<file path="config.mk">
export PLATFORM = sky130hd
export DESIGN_NAME = act_dealloc_flat
export DESIGN_NICKNAME = d
export VERILOG_FILES = /design/src/rtl/act_dealloc_if.sv /design/src/rtl/act_dealloc.sv /design/src/flat_wrapper.sv
export SDC_FILE = /design/constraint.sdc
export NUM_CORES = 1
export LEC_CHECK = 0
export ABC_AREA = 1
export CORE_MARGIN = 3
export CORE_UTILIZATION = 42
export DETAILED_ROUTE_END_ITERATION = 12
export PLACE_DENSITY = 0.76
export SYNTH_ARGS = -nofsm -noshare
export SYNTH_HDL_FRONTEND = slang
export SYNTH_SLANG_ARGS = --single-unit
</file>
<file path="constraint.sdc">
create_clock -name clk -period 1.25 [get_ports clk]
set_input_delay 0.25 -clock clk [delete_from_list [all_inputs] [get_ports clk]]
set_output_delay 0.25 -clock clk [all_outputs]
set_load 0.005 [all_outputs]
</file>
<file path="src/rtl/act_dealloc_if.sv">
// Shared MPU types and the act_dealloc request/ACT port bundle.
// Ports: slave = scanner side, master = requester/ACT side.

package mpu_common;

  localparam int BLOCK_COUNT      = 16;
  localparam int BLOCK_COUNT_BITS = 4;

  typedef logic [3:0] owner_t;
  typedef logic [7:0] resid_t;

  typedef struct packed {
    logic   valid;
    owner_t owner;
    resid_t reservation_id;
  } entry_t;

endpackage

interface act_dealloc_if;
  import mpu_common::*;

  logic                      req_valid;
  logic                      req_ready;
  owner_t                    req_owner;
  resid_t                    req_res_id;

  logic                      done_valid;
  logic [BLOCK_COUNT_BITS:0] done_count;
  logic                      done_abort;

  logic                      act_cs;
  logic                      act_sel;
  logic                      act_we;
  logic [BLOCK_COUNT_BITS-1:0] act_addr;
  entry_t                    act_wdata;
  entry_t                    act_rdata;
  logic                      act_bsy;

  modport slave (
    input  req_valid,
    input  req_owner,
    input  req_res_id,
    input  act_rdata,
    input  act_bsy,
    output req_ready,
    output done_valid,
    output done_count,
    output done_abort,
    output act_cs,
    output act_sel,
    output act_we,
    output act_addr,
    output act_wdata
  );

  modport master (
    output req_valid,
    output req_owner,
    output req_res_id,
    output act_rdata,
    output act_bsy,
    input  req_ready,
    input  done_valid,
    input  done_count,
    input  done_abort,
    input  act_cs,
    input  act_sel,
    input  act_we,
    input  act_addr,
    input  act_wdata
  );

endinterface

</file>
<file path="src/rtl/act_dealloc.sv">
// ACT dealloc scanner: walks every ACT entry, zeroes those owned by the
// requesting core and reports how many were cleared.
// Ports: clk, rst (sync, active high), bus (act_dealloc_if.slave).
// Option: ACT_DEALLOC_RESID_MATCH_EN also requires reservation_id match.

module act_dealloc
  import mpu_common::*;
#(
  parameter int IDLE_GAP = 1
) (
  input logic          clk,
  input logic          rst,
  act_dealloc_if.slave bus
);

  localparam int GW = $clog2(IDLE_GAP + 2) + 1;
  localparam logic [GW-1:0] GAP_MIN =
    GW'(IDLE_GAP + 1);
  localparam logic [BLOCK_COUNT_BITS-1:0] LAST =
    BLOCK_COUNT_BITS'(BLOCK_COUNT - 1);

  typedef enum logic [2:0] {
    IDLE,
    READ,
    CHECK,
    WRITE,
    DONE
  } state_t;

  state_t                      state;
  logic [GW-1:0]               low_cnt;
  logic [BLOCK_COUNT_BITS-1:0] idx;
  logic [BLOCK_COUNT_BITS:0]   count;
  owner_t                      own_q;
`ifdef ACT_DEALLOC_RESID_MATCH_EN
  resid_t                      res_q;
`endif

  logic                        cs_q;
  logic                        we_q;
  logic [BLOCK_COUNT_BITS-1:0] addr_q;
  logic                        done_q;
  logic [BLOCK_COUNT_BITS:0]   dcnt_q;
  logic                        abort_q;

  logic match;
  logic accept;
  logic last;
  logic [BLOCK_COUNT_BITS:0] count_inc;

  // Consecutive sampled-idle cycles of the ACT, saturating.
  // Reset counts as busy so the gap restarts.
  always_ff @(posedge clk) begin
    if (rst) begin
      low_cnt <= '0;
    end else if (bus.act_bsy) begin
      low_cnt <= '0;
    end else if (low_cnt != GAP_MIN) begin
      low_cnt <= low_cnt + 1'b1;
    end
  end

  assign bus.req_ready = (state == IDLE) &&
                         (low_cnt == GAP_MIN);
  assign accept = bus.req_valid && bus.req_ready;

`ifdef ACT_DEALLOC_RESID_MATCH_EN
  assign match = bus.act_rdata.valid &&
                 (bus.act_rdata.owner == own_q) &&
                 (bus.act_rdata.reservation_id == res_q);
`else
  assign match = bus.act_rdata.valid &&
                 (bus.act_rdata.owner == own_q);
`endif

  assign last      = (idx == LAST);
  assign count_inc = count + 1'b1;

  always_ff @(posedge clk) begin
    if (rst) begin
      state   <= IDLE;
      idx     <= '0;
      count   <= '0;
      own_q   <= '0;
`ifdef ACT_DEALLOC_RESID_MATCH_EN
      res_q   <= '0;
`endif
      cs_q    <= 1'b0;
      we_q    <= 1'b0;
      addr_q  <= '0;
      done_q  <= 1'b0;
      dcnt_q  <= '0;
      abort_q <= 1'b0;
    end else begin
      done_q <= 1'b0;
      unique case (state)
        IDLE: begin
          cs_q <= 1'b0;
          we_q <= 1'b0;
          if (accept) begin
            own_q  <= bus.req_owner;
`ifdef ACT_DEALLOC_RESID_MATCH_EN
            res_q  <= bus.req_res_id;
`endif
            idx    <= '0;
            count  <= '0;
            state  <= READ;
            cs_q   <= 1'b1;
            addr_q <= '0;
          end
        end
        READ: begin
          cs_q <= 1'b0;
          we_q <= 1'b0;
          if (bus.act_bsy) begin
            state   <= DONE;
            done_q  <= 1'b1;
            dcnt_q  <= count;
            abort_q <= 1'b1;
          end else begin
            state <= CHECK;
          end
        end
        CHECK: begin
          if (bus.act_bsy) begin
            cs_q    <= 1'b0;
            we_q    <= 1'b0;
            state   <= DONE;
            done_q  <= 1'b1;
            dcnt_q  <= count;
            abort_q <= 1'b1;
          end else if (match) begin
            state  <= WRITE;
            cs_q   <= 1'b1;
            we_q   <= 1'b1;
            addr_q <= idx;
          end else if (last) begin
            cs_q    <= 1'b0;
            we_q    <= 1'b0;
            state   <= DONE;
            done_q  <= 1'b1;
            dcnt_q  <= count;
            abort_q <= 1'b0;
          end else begin
            idx    <= idx + 1'b1;
            state  <= READ;
            cs_q   <= 1'b1;
            we_q   <= 1'b0;
            addr_q <= idx + 1'b1;
          end
        end
        WRITE: begin
          // The write already went out this cycle,
          // so it is counted even on abort.
          count <= count_inc;
          if (bus.act_bsy || last) begin
            cs_q    <= 1'b0;
            we_q    <= 1'b0;
            state   <= DONE;
            done_q  <= 1'b1;
            dcnt_q  <= count_inc;
            abort_q <= bus.act_bsy;
          end else begin
            idx    <= idx + 1'b1;
            state  <= READ;
            cs_q   <= 1'b1;
            we_q   <= 1'b0;
            addr_q <= idx + 1'b1;
          end
        end
        DONE: begin
          cs_q  <= 1'b0;
          we_q  <= 1'b0;
          state <= IDLE;
        end
        default: begin
          cs_q  <= 1'b0;
          we_q  <= 1'b0;
          state <= IDLE;
        end
      endcase
    end
  end

  assign bus.act_cs     = cs_q;
  assign bus.act_we     = we_q;
  assign bus.act_addr   = addr_q;
  assign bus.act_sel    = 1'b1;
  assign bus.act_wdata  = '0;
  assign bus.done_valid = done_q;
  assign bus.done_count = dcnt_q;
  assign bus.done_abort = abort_q;

endmodule

</file>
<file path="src/flat_wrapper.sv">
// flat-port wrapper written by rule: the top's interface ports become plain ports
module act_dealloc_flat import mpu_common::*;
#(
  parameter int IDLE_GAP = 1
)
  (clk, rst, bus_req_valid, bus_req_owner, bus_req_res_id, bus_act_rdata, bus_act_bsy, bus_req_ready, bus_done_valid, bus_done_count, bus_done_abort, bus_act_cs, bus_act_sel, bus_act_we, bus_act_addr, bus_act_wdata);
  act_dealloc_if bus_i ();
  input logic clk;
  input logic rst;
  input wire logic [$bits(bus_i.req_valid)-1:0] bus_req_valid;
  input wire logic [$bits(bus_i.req_owner)-1:0] bus_req_owner;
  input wire logic [$bits(bus_i.req_res_id)-1:0] bus_req_res_id;
  input wire logic [$bits(bus_i.act_rdata)-1:0] bus_act_rdata;
  input wire logic [$bits(bus_i.act_bsy)-1:0] bus_act_bsy;
  output wire logic [$bits(bus_i.req_ready)-1:0] bus_req_ready;
  output wire logic [$bits(bus_i.done_valid)-1:0] bus_done_valid;
  output wire logic [$bits(bus_i.done_count)-1:0] bus_done_count;
  output wire logic [$bits(bus_i.done_abort)-1:0] bus_done_abort;
  output wire logic [$bits(bus_i.act_cs)-1:0] bus_act_cs;
  output wire logic [$bits(bus_i.act_sel)-1:0] bus_act_sel;
  output wire logic [$bits(bus_i.act_we)-1:0] bus_act_we;
  output wire logic [$bits(bus_i.act_addr)-1:0] bus_act_addr;
  output wire logic [$bits(bus_i.act_wdata)-1:0] bus_act_wdata;
  assign bus_i.req_valid = bus_req_valid;
  assign bus_i.req_owner = bus_req_owner;
  assign bus_i.req_res_id = bus_req_res_id;
  assign bus_i.act_rdata = bus_act_rdata;
  assign bus_i.act_bsy = bus_act_bsy;
  assign bus_req_ready = bus_i.req_ready;
  assign bus_done_valid = bus_i.done_valid;
  assign bus_done_count = bus_i.done_count;
  assign bus_done_abort = bus_i.done_abort;
  assign bus_act_cs = bus_i.act_cs;
  assign bus_act_sel = bus_i.act_sel;
  assign bus_act_we = bus_i.act_we;
  assign bus_act_addr = bus_i.act_addr;
  assign bus_act_wdata = bus_i.act_wdata;
  act_dealloc #(.IDLE_GAP(IDLE_GAP)) u_core (.clk(clk), .rst(rst), .bus(bus_i));
endmodule
</file>
==> summary.txt <==
Status
  • Status: finished with violations
  • Failing checks: negative setup slack

STA
  • Fmax achieved: 680 MHz
  • Final hold slack: 0.454 ns
  • Hold Vio Cnt, Final: 0
  • RSZ-0062 raised after global routing: yes
  • Max-slew violations: 0
  • Final WS setup: -0.221 ns
  • Clk_skew: 0.00578 ns
  • Setup TNS: -3.22 ns
  • Clock period minus worst slack: 1.47 ns
  • Final setup fails: 30
  • Crit share post-route: 118%

Cells and area
  • Final nets: 373
  • Post-route cell area: 2790 um2
  • Final Util: 67.3%
  • Fraction of layout cells with a size suffix above 1: 39.4%
  • P&R area growth vs syn: 50.0%
  • # diodes: 0
  • Final non-filler cell total: 390

CTS
  • Clock Latency Late Sink: 0.29 ns
  • Root buffer cell: clkbuf_8
  • Clk buf depth: 2
  • CTS Sinks: 32
  • CTS Buf Count: 5
  • Hold Buf Count CTS: 0
  • H-tree depth: 2
  • Reg clk slew, reported paths: 0.07 ns
  • CTS tree: built

GRT
  • Global-route wire length before repair: 7890 um
  • Largest net degree at the start of global routing: 13
  • Initial antenna violation count: 0
  • Vias in the first global route: 1794
  • Grt ovf: 0
  • Total GRT Usage: 19.0%

Detailed routing
  • Pre-antenna DRT Iters: 4
  • Drt total wl: 4740 um
  • Routed vias/inst: 4.67
  • Via count: 1821
  • Top routing layer in use: met4
  • Final routed DRC violation total: 0
  • Initial DRC Count: 122
  • Post-route ant nets: 0
  • WL per Instance: 12.1 um
  • Met1 WL: 1800 um
  • Met3 Wirelength: 257 um
  • Detail Route met2 WL: 2560 um

Floorplanning
  • Top Ports: 57
  • Starting density of the core: 44.9%
  • # rows: 23
  • Total core area: 4140 um2
  • DIE AREA: 5260 um2
  • Die Y: 72.6 um
  • Chip width: 72.6 um

Critical path
  • Cell family with most CP delay: simple AND/OR/NAND/NOR gates
  • Cell mode on critical path: nand2_4
  • Crit path cell chain: ha_4 > nand3_4 > nand2_4 > nand2_4 > nand2_4 > nor3_4 > nand2_2 > buf_4 > nor2_2
  • Arr. time, crit path: 1.70 ns
  • Startpoint Class: flop
  • Required @ worst endpoint: 1.48 ns
  • Worst reg2reg path depth: 9
  • Worst r2r src: u_core.idx[0]$_SDFFE_PP0P_
  • Crit Path Class: flop to flop
  • Critical Path End Type: flop
  • R2R Path End: u_core.state[0]$_SDFFE_PP0P_
  • Worst path slowest cell: dfxtp_2
  • Worst path bufs/invs: 1
  • Reg-to-reg setup timing slack: -0.22 ns
  • CP Max Fanout: 6
  • Largest stage delay, worst path: 0.34 ns

Logic synthesis
  • Average size of a mapped cell: 7.05 um2
  • Yosys reg bits: 32
  • Number of synthesized flops with an enable pin: 0
  • Asr flop ratio synth: 0%
  • Distinct cells, synth: 33
  • Post-synthesis sequential area ratio: 34.4%
  • Mapped cell area: 1860 um2
  • Yosys warning count: 0
  • Main synth FF type: dfxtp_1
  • Cell count after synthesis: 264

Placement
  • Placed Area: 2420 um2
  • Post-detail-place hpwl: 3070 um
  • Setup slack at placement: -0.518 ns
  • Placed Cells: 368
  • IO buf count: 26
  • GP Congestion: 0.910

Job
  • Max Cap Violations: 0

Power
  • PD cells: 917 nW/um2
  • Overall power: 2.56 mW
  • LEAKAGE: 1.34 nW
  • Worst vdd ir: 652 uV

Hold path
  • Hold_sp: u_core.own_q[3]$_SDFFE_PP0P_
  • Hold endpoint: u_core.own_q[3]$_SDFFE_PP0P_
  • Hold WC Path Type: flop to flop
  • Hold depth: 2
-- registers in the layout (all words and copies together), names as in the netlist --
register               flops
u_core.bus.done_count      5
u_core.count               5
u_core.bus.act_addr        4
u_core.idx                 4
u_core.own_q               4
u_core.low_cnt             3
u_core.state               3
u_core.bus.act_cs          1
u_core.bus.act_we          1
u_core.bus.done_abort      1
u_core.bus.done_valid      1
-- cell families (layout without fill, tap and decap cells) --
logic type	Yosys count	in the layout	synth area share, %
adders and majority gates	5	5	3.36
buffers and inverters	56	119	14.9
DFF	32	32	34.4
other	2	14	0.404
AOI/OAI and AO/OA	30	30	9.48
and+or+nand+nor	136	137	36.0
xor gates and xnor gates	3	3	1.41
-- tightest hold or removal path: stages (launching register included) --
cell and delay (ns):
dfxtp_2 0.32, inv_2 0.05, a21oi_1 0.05
-- worst max-delay path by stage --
| stage | start | to | slack, ns | depth (start not counted) |
|---|---|---|---|---|
| final | u_core.idx[0]$_SDFFE_PP0P_ | u_core.state[0]$_SDFFE_PP0P_ | -0.22 | 9 |
| after global routing | u_core.low_cnt[0]$_SDFFE_PP0P_ | u_core.bus.act_addr[3]$_SDFFE_PP0P_ | -0.32 | 11 |
| after CTS | u_core.low_cnt[0]$_SDFFE_PP0P_ | u_core.bus.act_addr[0]$_SDFFE_PP0P_ | -0.20 | 11 |
| after detailed placement | bus_act_rdata[10] | u_core.bus.done_count[3]$_SDFFE_PP0P_ | -0.52 | 11 |
| after global placement | bus_act_rdata[11] | u_core.bus.done_count[4]$_SDFFE_PP0P_ | -0.51 | 11 |
| after floorplan | u_core.low_cnt[0]$_SDFFE_PP0P_ | u_core.count[2]$_SDFFE_PP0P_ | -0.09 | 9 |
-- synthesized netlist by cell type (5+ instances only) --
master / instances / share of area, %
a21oi_1: 8 / 2.2
buf_4: 14 / 5.6
dfxtp_1: 32 / 34
ha_1: 5 / 3.4
inv_1: 30 / 6.1
inv_2: 5 / 1.0
nand2_1: 57 / 11
nand3_1: 9 / 2.4
nor2_1: 43 / 8.7
nor2_4: 6 / 3.6
o21ai_0: 11 / 3.0
o21ai_1: 5 / 1.3
-- routing by layer --
metal / vias up / global-route usage (%)
li1: 945 / -
met1: 809 / 21.4
met2: 51 / 33.1
met3: 16 / 4.02
met4: 0 / 10.5
met5: - / 0
-- power by group --
group,internal [mW],switching [mW],total (mW)
clock network,0.394,0.426,0.819
logic,0.292,0.326,0.618
registers,1.08,0.0389,1.12
total,1.77,0.791,2.56
-- placed cells by master, fill, tap and decap left out, types with 3 or more instances in the layout --
master	n
nand2_1	46
buf_4	39
nand3_1	7
dfxtp_1	19
o21ai_1	11
inv_1	24
nand2_2	10
nand3_4	3
nand4_1	4
clkdlybuf4s50_1	8
inv_2	8
conb_1	14
a21oi_1	8
inv_4	3
nor2_4	9
clkbuf_8	5
nor2_2	6
buf_6	9
nand2_4	7
dlygate4sd2_1	17
o21ai_2	4
dfxtp_2	13
ha_1	3
nor2_1	38
-- final cells by class --
| cell class | instances | area [um2] |
|---|---|---|
| fill | 333 | 1350 |
| multi-input combinational | 189 | 1190 |
| sequential | 32 | 657 |
| timing repair buffer | 74 | 628 |
| inverter | 37 | 155 |
| clock buffer | 5 | 68.8 |
| tap | 50 | 62.6 |
| clock inverter | 3 | 23.8 |
-- repair_timing --
| action | in CTS | in global routing |
|---|---|---|
| pin swaps | 14 | 20 |
| setup buffers | 4 | 9 |
| gates resized for setup | 64 | 17 |
| endpoints found under the setup margin | 43 | 30 |
| gates cloned | 1 | 0 |
Power figures use the tool's default switching activity.
==> variant 1 (same settings) <==
`BLOCK_COUNT_BITS`: 4 -> 6.
--- a/src/rtl/act_dealloc_if.sv
+++ b/src/rtl/act_dealloc_if.sv
@@ -4,7 +4,7 @@
 package mpu_common;
 
   localparam int BLOCK_COUNT      = 16;
-  localparam int BLOCK_COUNT_BITS = 4;
+  localparam int BLOCK_COUNT_BITS = 6;
 
   typedef logic [3:0] owner_t;
   typedef logic [7:0] resid_t;
Ports: changed (resized bus_act_addr and bus_done_count); port bits go from 57 to 61. The function was not compared with the original's and may differ.
==> variant 1 against the unedited design <==
The flow still finishes with violations (negative setup slack). Cell count is 34% higher. Worst setup slack got worse by 0.096 ns. Design area rose by 30%. Highest routed layer unchanged. Clock power is 9.8% higher. Area after synthesis rose by 28%. Sequential power is 34% higher. Maximum frequency shrank 6.1%. Sequential cell count grew 8. Wire length rose by 54%. Worst hold slack better by 0.030 ns. Clock skew is 0.0028 ns higher. Global-route usage rose by 2.1 points. Total power rose by 44%. Largest cell class unchanged. Die area rose by 25%.
==> variant 1: results (changes against the unedited design) <==
stage	metric	value	unit	change
status	run_status	finished with violations		unchanged
status	violations	negative setup slack		unchanged
synth	yosys-top-cells-count	nand2_1, nor2_1, inv_1, dfxtp_1, nand3_1		was nand2_1, nor2_1, dfxtp_1, inv_1, buf_4
place	gp_congestion	0.958		was 0.910
global_route	antenna_found_initial	0		unchanged
synth	ys_seq_area_share	33.7	%	was 34.4%
place	placed_area	3070	um2	was 2420 um2
place	io_buffers	30		was 26
synth	ys_types	30		was 33
power_and_ir_drop	power.switching	1230	uW	was 791 uW
global_route	grt_pass1_wl	10800	um	was 7890 um
routing	vias	2688		was 1821
synth	yosys-top-cells-area	dfxtp_1, nand2_1, nor2_1		unchanged
final_layout	finalNetCount	486		was 373
power_and_ir_drop	leakagePower	0.00173	uW	was 0.00134 uW
routing	drtPass1Iterations	5		was 4
final_layout	drive_gt1_share	38.2	%	was 39.4%
power_and_ir_drop	p_clk_share	24.3	%	was 32.0%
final_layout	fillCellCount	425		was 333
power_and_ir_drop	peakVddDrop	648	uV	was 652 uV
sta	setup_viol	34		was 30
routing	routed_wirelength	7270	um	was 4740 um
sta	clock_skew	0.00853	ns	was 0.00578 ns
setup_path	crit_arrival	1.81	ns	was 1.70 ns
routing	met1_length	2810	um	was 1800 um
hold_path	hold_path_end	u_core.bus.done_count[1]		was u_core.own_q[3]
place	dp_hpwl	4290	um	was 3070 um
hold_path	hold_start	u_core.bus.done_count[1]		was u_core.own_q[3]
setup_path	reg2regPathDepth	8		was 9
sta	holdWs	0.484	ns	was 0.454 ns
sta	hold_violations	0		unchanged
power_and_ir_drop	cellInternalPower	2460	uW	was 1770 uW
synth	synth_ff_type	dfxtp_1		unchanged
sta	layout_setup_ws	-0.317	ns	was -0.221 ns
global_route	grt_max_degree	16		was 13
routing	route.met3.wl	384	um	was 257 um
global_route	groute.usage.overall	21.1	%	was 19.0%
routing	dr_wl_met2	3780	um	was 2560 um
-- variant 1: cell types whose count changed in the layout (fill, tap and decap cells not counted), moves of 7 or more --
cell and change:
inv_1 +18, nand3b_1 +7, o21ai_1 -9, buf_4 +11, nand4_1 +11, nand3_2 +7, nor2_2 +7, nand3_1 +9
nand2_2 +8, nand2_1 +21
-- variant 1: layout make-up --
class	count	area (um2)	share of cell area (%)
Multi-Input combinational cell	259	1600	44.1
Sequential cell	40	823	22.7
Tap cell	70	87.6	2.41
Clock buffer	8	90.1	2.48
Timing Repair Buffer	92	822	22.6
Inverter	54	205	5.65
-- variant 1: cells by family (layout without fill, tap and decap cells) --
| kind of cell | after synthesis | in the layout | synth area share [%] |
|---|---|---|---|
| DFF | 40 | 40 | 33.7 |
| AOI/OAI and AO/OA | 29 | 29 | 6.32 |
| adders and majority gates | 5 | 5 | 2.63 |
| xor gates and xnor gates | 3 | 3 | 1.11 |
| other | 2 | 14 | 0.316 |
| buffers and inverters | 76 | 154 | 15.0 |
| and+or+nand+nor | 204 | 208 | 40.9 |
-- variant 1: worst max path at each step --
| stage | start | endpoint | slack, ns | cells after the start |
|---|---|---|---|---|
| after detailed placement | bus_act_rdata[11] | u_core.bus.act_addr[3] | -0.58 | 10 |
| final | u_core.idx[0] | u_core.bus.done_abort | -0.32 | 8 |
| after CTS | u_core.idx[1] | u_core.bus.done_count[5] | -0.22 | 8 |
| after global routing | u_core.idx[0] | u_core.bus.done_abort | -0.39 | 8 |
| after floorplan | u_core.idx[0] | u_core.bus.act_addr[2] | -0.16 | 11 |
| after global placement | bus_act_rdata[8] | u_core.bus.act_addr[1] | -0.52 | 10 |
-- variant 1: worst max-delay path: cells and delay by family (launching register included) --
kind,cells,cell delay (ns)
adder cells (fa/ha/maj),1,0.15
AND/OR/NAND/NOR,6,0.80
buffers and inverters,1,0.17
flip-flops,1,0.36
-- variant 1: per-stage QoR --
| stage | worst slack, ns | std cells | setup TNS, ns |
|---|---|---|---|
| 5_1_grt | -0.387 | 523 | -9.11 |
| 4_1_cts | -0.224 | 509 | -4.93 |
| 3_5_place_dp | -0.579 | 496 | -15.31 |
| 2_1_floorplan | -0.159 | 371 | -2.56 |
| 6_report | -0.317 | 523 | -6.80 |
| 3_3_place_gp | -0.520 | 496 | -13.74 |
-- variant 1: per-layer routing --
layer / global-route usage [%] / vias to the layer above
li1: - / 1301
met1: 24.3 / 1253
met2: 36.7 / 101
met3: 4.77 / 33
met4: 10.1 / 0
met5: 0 / -
-- variant 1: repair_timing --
item                                    4_1_cts  5_1_grt
pin swaps                                     9       24
gates resized for setup                      68       61
endpoints found under the setup margin       55       38
gates cloned                                  2        3
buffers inserted                              3       11
==> variant 2 (same flow settings) <==
Without the edit above. Reset style: asynchronous (`rst`), changed in 2 clocked blocks.
--- a/src/rtl/act_dealloc.sv
+++ b/src/rtl/act_dealloc.sv
@@ -50,7 +50,7 @@
 
   // Consecutive sampled-idle cycles of the ACT, saturating.
   // Reset counts as busy so the gap restarts.
-  always_ff @(posedge clk) begin
+  always_ff @(posedge clk or posedge rst) begin
     if (rst) begin
       low_cnt <= '0;
     end else if (bus.act_bsy) begin
@@ -76,7 +76,7 @@
   assign last      = (idx == LAST);
   assign count_inc = count + 1'b1;
 
-  always_ff @(posedge clk) begin
+  always_ff @(posedge clk or posedge rst) begin
     if (rst) begin
       state   <= IDLE;
       idx     <= '0;
Function: differs if rst is asserted again (counterexample within 4 cycles, from zero or initial values and one cycle with rst high); with rst held inactive, the same outputs for 10 cycles.
==> variant 2 against the unedited design <==
The run still ends with negative setup slack left. Area after synthesis decreased by 0.34%. Clock skew rose by 0.00055 ns. Via count down 0.88%. Design area grew 4.9%. Worst hold slack lost 0.16 ns. Worst setup slack worse by 0.14 ns. Synthesized cell count decreased by 13%. Global-route usage is 1.9 points higher. Cell count fell by 6.7%. Wire length increased by 12%. Sequential cell count stayed put. Critical path type unchanged. Critical endpoint is now u_core.bus.act_addr[3]. Highest routed layer unchanged.
Power is not compared: it rests on default switching activity, and its combinational part moved more than twofold at a synthesized area within 25%.
==> variant 2: results (changes against the unedited design) <==
stage	metric	value	unit	change
status	run_status	finished with violations		unchanged
status	violations	negative setup slack		unchanged
synth	yosys-top-cells-area	dfrtp_1, nand2_1, buf_4		was dfxtp_1, nand2_1, nor2_1
synth	ys_types	29		was 33
synth	ys_seq_area_share	43.2	%	was 34.4%
global_route	grt_max_degree	33		was 13
sta	layout_setup_ws	-0.357	ns	was -0.221 ns
hold_path	hold_class	primary input to async pin		was register to register
sta	setup_viol	32		was 30
place	dp.cells	340		was 368
clock_tree	cts-root-buf	clkbuf_8		unchanged
sta	clock_skew	0.00633	ns	was 0.00578 ns
global_route	grt_pass1_wl	8400	um	was 7890 um
place	gp_congestion	0.813		was 0.910
clock_tree	numCtsBuffers	5		unchanged
final_layout	finalNetCount	347		was 373
setup_path	r2r_end	u_core.bus.act_addr[3]		was u_core.state[0]
power_and_ir_drop	leakagePower	0.00150	uW	
power_and_ir_drop	peakVddDrop	1020	uV	
global_route	grt_use_met2	36.0	%	was 33.1%
setup_path	cp_slowest_cell	dfrtp_1		was dfxtp_2
setup_path	reg2regPathDepth	11		was 9
routing	vias	1805		was 1821
place	placed_area	2410	um2	was 2420 um2
synth	yosys-top-cells-count	nand2_1, dfrtp_1, inv_1, nor2_1, nand3_1		was nand2_1, nor2_1, dfxtp_1, inv_1, buf_4
final_layout	drive_gt1_share	43.3	%	was 39.4%
setup_path	cpPeakStageDelay	0.38	ns	was 0.34 ns
synth	synth_ff_type	dfrtp_1		was dfxtp_1
global_route	met1_usage	23.4	%	was 21.4%
setup_path	r2r_start	u_core.low_cnt[0]		was u_core.idx[0]
setup_path	crit_fanout	3		was 6
setup_path	crit_arrival	1.83	ns	was 1.70 ns
routing	routed_wirelength	5310	um	was 4740 um
routing	via_per_inst	4.96		was 4.67
clock_tree	clock_latency	0.30	ns	
routing	drtPass1Iterations	4		unchanged
global_route	grt_pass1_vias	1903		was 1794
place	dp_hpwl	3090	um	was 3070 um
global_route	groute.usage.overall	20.9	%	was 19.0%
synth	ys_async_sr_fraction	100	%	was 0%
synth	synth_cells	230		was 264
clock_tree	clk_pin_slew_worst_paths	0.07	ns	about the same
routing	drtIter0Drc	78		was 122
setup_path	critPathTopFamily	buffers and inverters		was simple AND/OR/NAND/NOR gates
==> variant 2: final cells by class <==
class                      instances  area, um2
sequential                        32        801
clock inverter                     1       30.0
multi-input combinational        161       1080
timing repair buffer              80        727
tap                               50       62.6
clock buffer                       7       96.3
fill                             301       1190
inverter                          33        130
==> variant 2: cell families after synthesis <==
kind of cell               synth area share, %
DFF                                       43.2
other                                    0.405
and+or+nand+nor                           29.6
adders and majority gates                 3.37
xor gates and xnor gates                  1.42
AOI/OAI and AO/OA                         8.77
buffers and inverters                     13.2
==> variant 2: per-layer routing <==
metal / share of wire [%] / vias up
met4: 5.1 / 0
li1: - / 859
met3: 5.2 / 24
met5: 0 / -
met2: 52 / 67
met1: 38 / 855
==> variant 2: repair_timing <==
action                                  CTS  global route
gates cloned                              1             0
endpoints found under the setup margin   45            33
gates resized for setup                  69            33
setup buffers                            16             7
pin swaps                                26            14
==> variant 2: worst reg2reg max path, delay by kind of cell (launching register included) <==
family / cells / cell delay, ns
adder cells (fa/ha/maj): 1 / 0.18
flip-flops: 1 / 0.38
AND/OR/NAND/NOR: 2 / 0.29
AO/OA/AOI/OAI: 3 / 0.24
buffers and inverters: 5 / 0.46
==> variant 2: report_power, final <==
| part | internal [uW] | switching, uW |
|---|---|---|
| Clock | 703 | 412 |
| Combinational | 1630 | 1660 |
| Sequential | 1370 | 197 |
==> variant 2: worst max path at each step <==
| stage | startpoint | endpoint | slack (ns) | cells after the start |
|---|---|---|---|---|
| 2_1_floorplan | u_core.idx[0] | u_core.idx[2] | -0.21 | 11 |
| 3_3_place_gp | bus_act_rdata[11] | u_core.bus.act_addr[1] | -0.45 | 10 |
| 3_5_place_dp | bus_act_rdata[11] | u_core.bus.act_addr[3] | -0.50 | 10 |
| 4_1_cts | u_core.low_cnt[0] | bus_req_ready | -0.30 | 7 |
| 5_1_grt | u_core.low_cnt[0] | bus_req_ready | -0.44 | 7 |
| 6_report | u_core.low_cnt[0] | u_core.bus.act_addr[3] | -0.36 | 11 |
==> variant 2: metrics by stage <==
stage / worst slack (ns) / total power, uW / setup TNS [ns] / hold WS [ns]
4_1_cts: -0.305 / 5360 / -5.55 / 0.296
3_5_place_dp: -0.504 / 3890 / -11.23 / 0.472
6_report: -0.357 / 5970 / -6.98 / 0.293
2_1_floorplan: -0.205 / 2820 / -2.64 / 0.358
3_3_place_gp: -0.450 / 3810 / -10.30 / 0.469
5_1_grt: -0.440 / 6320 / -9.82 / 0.351
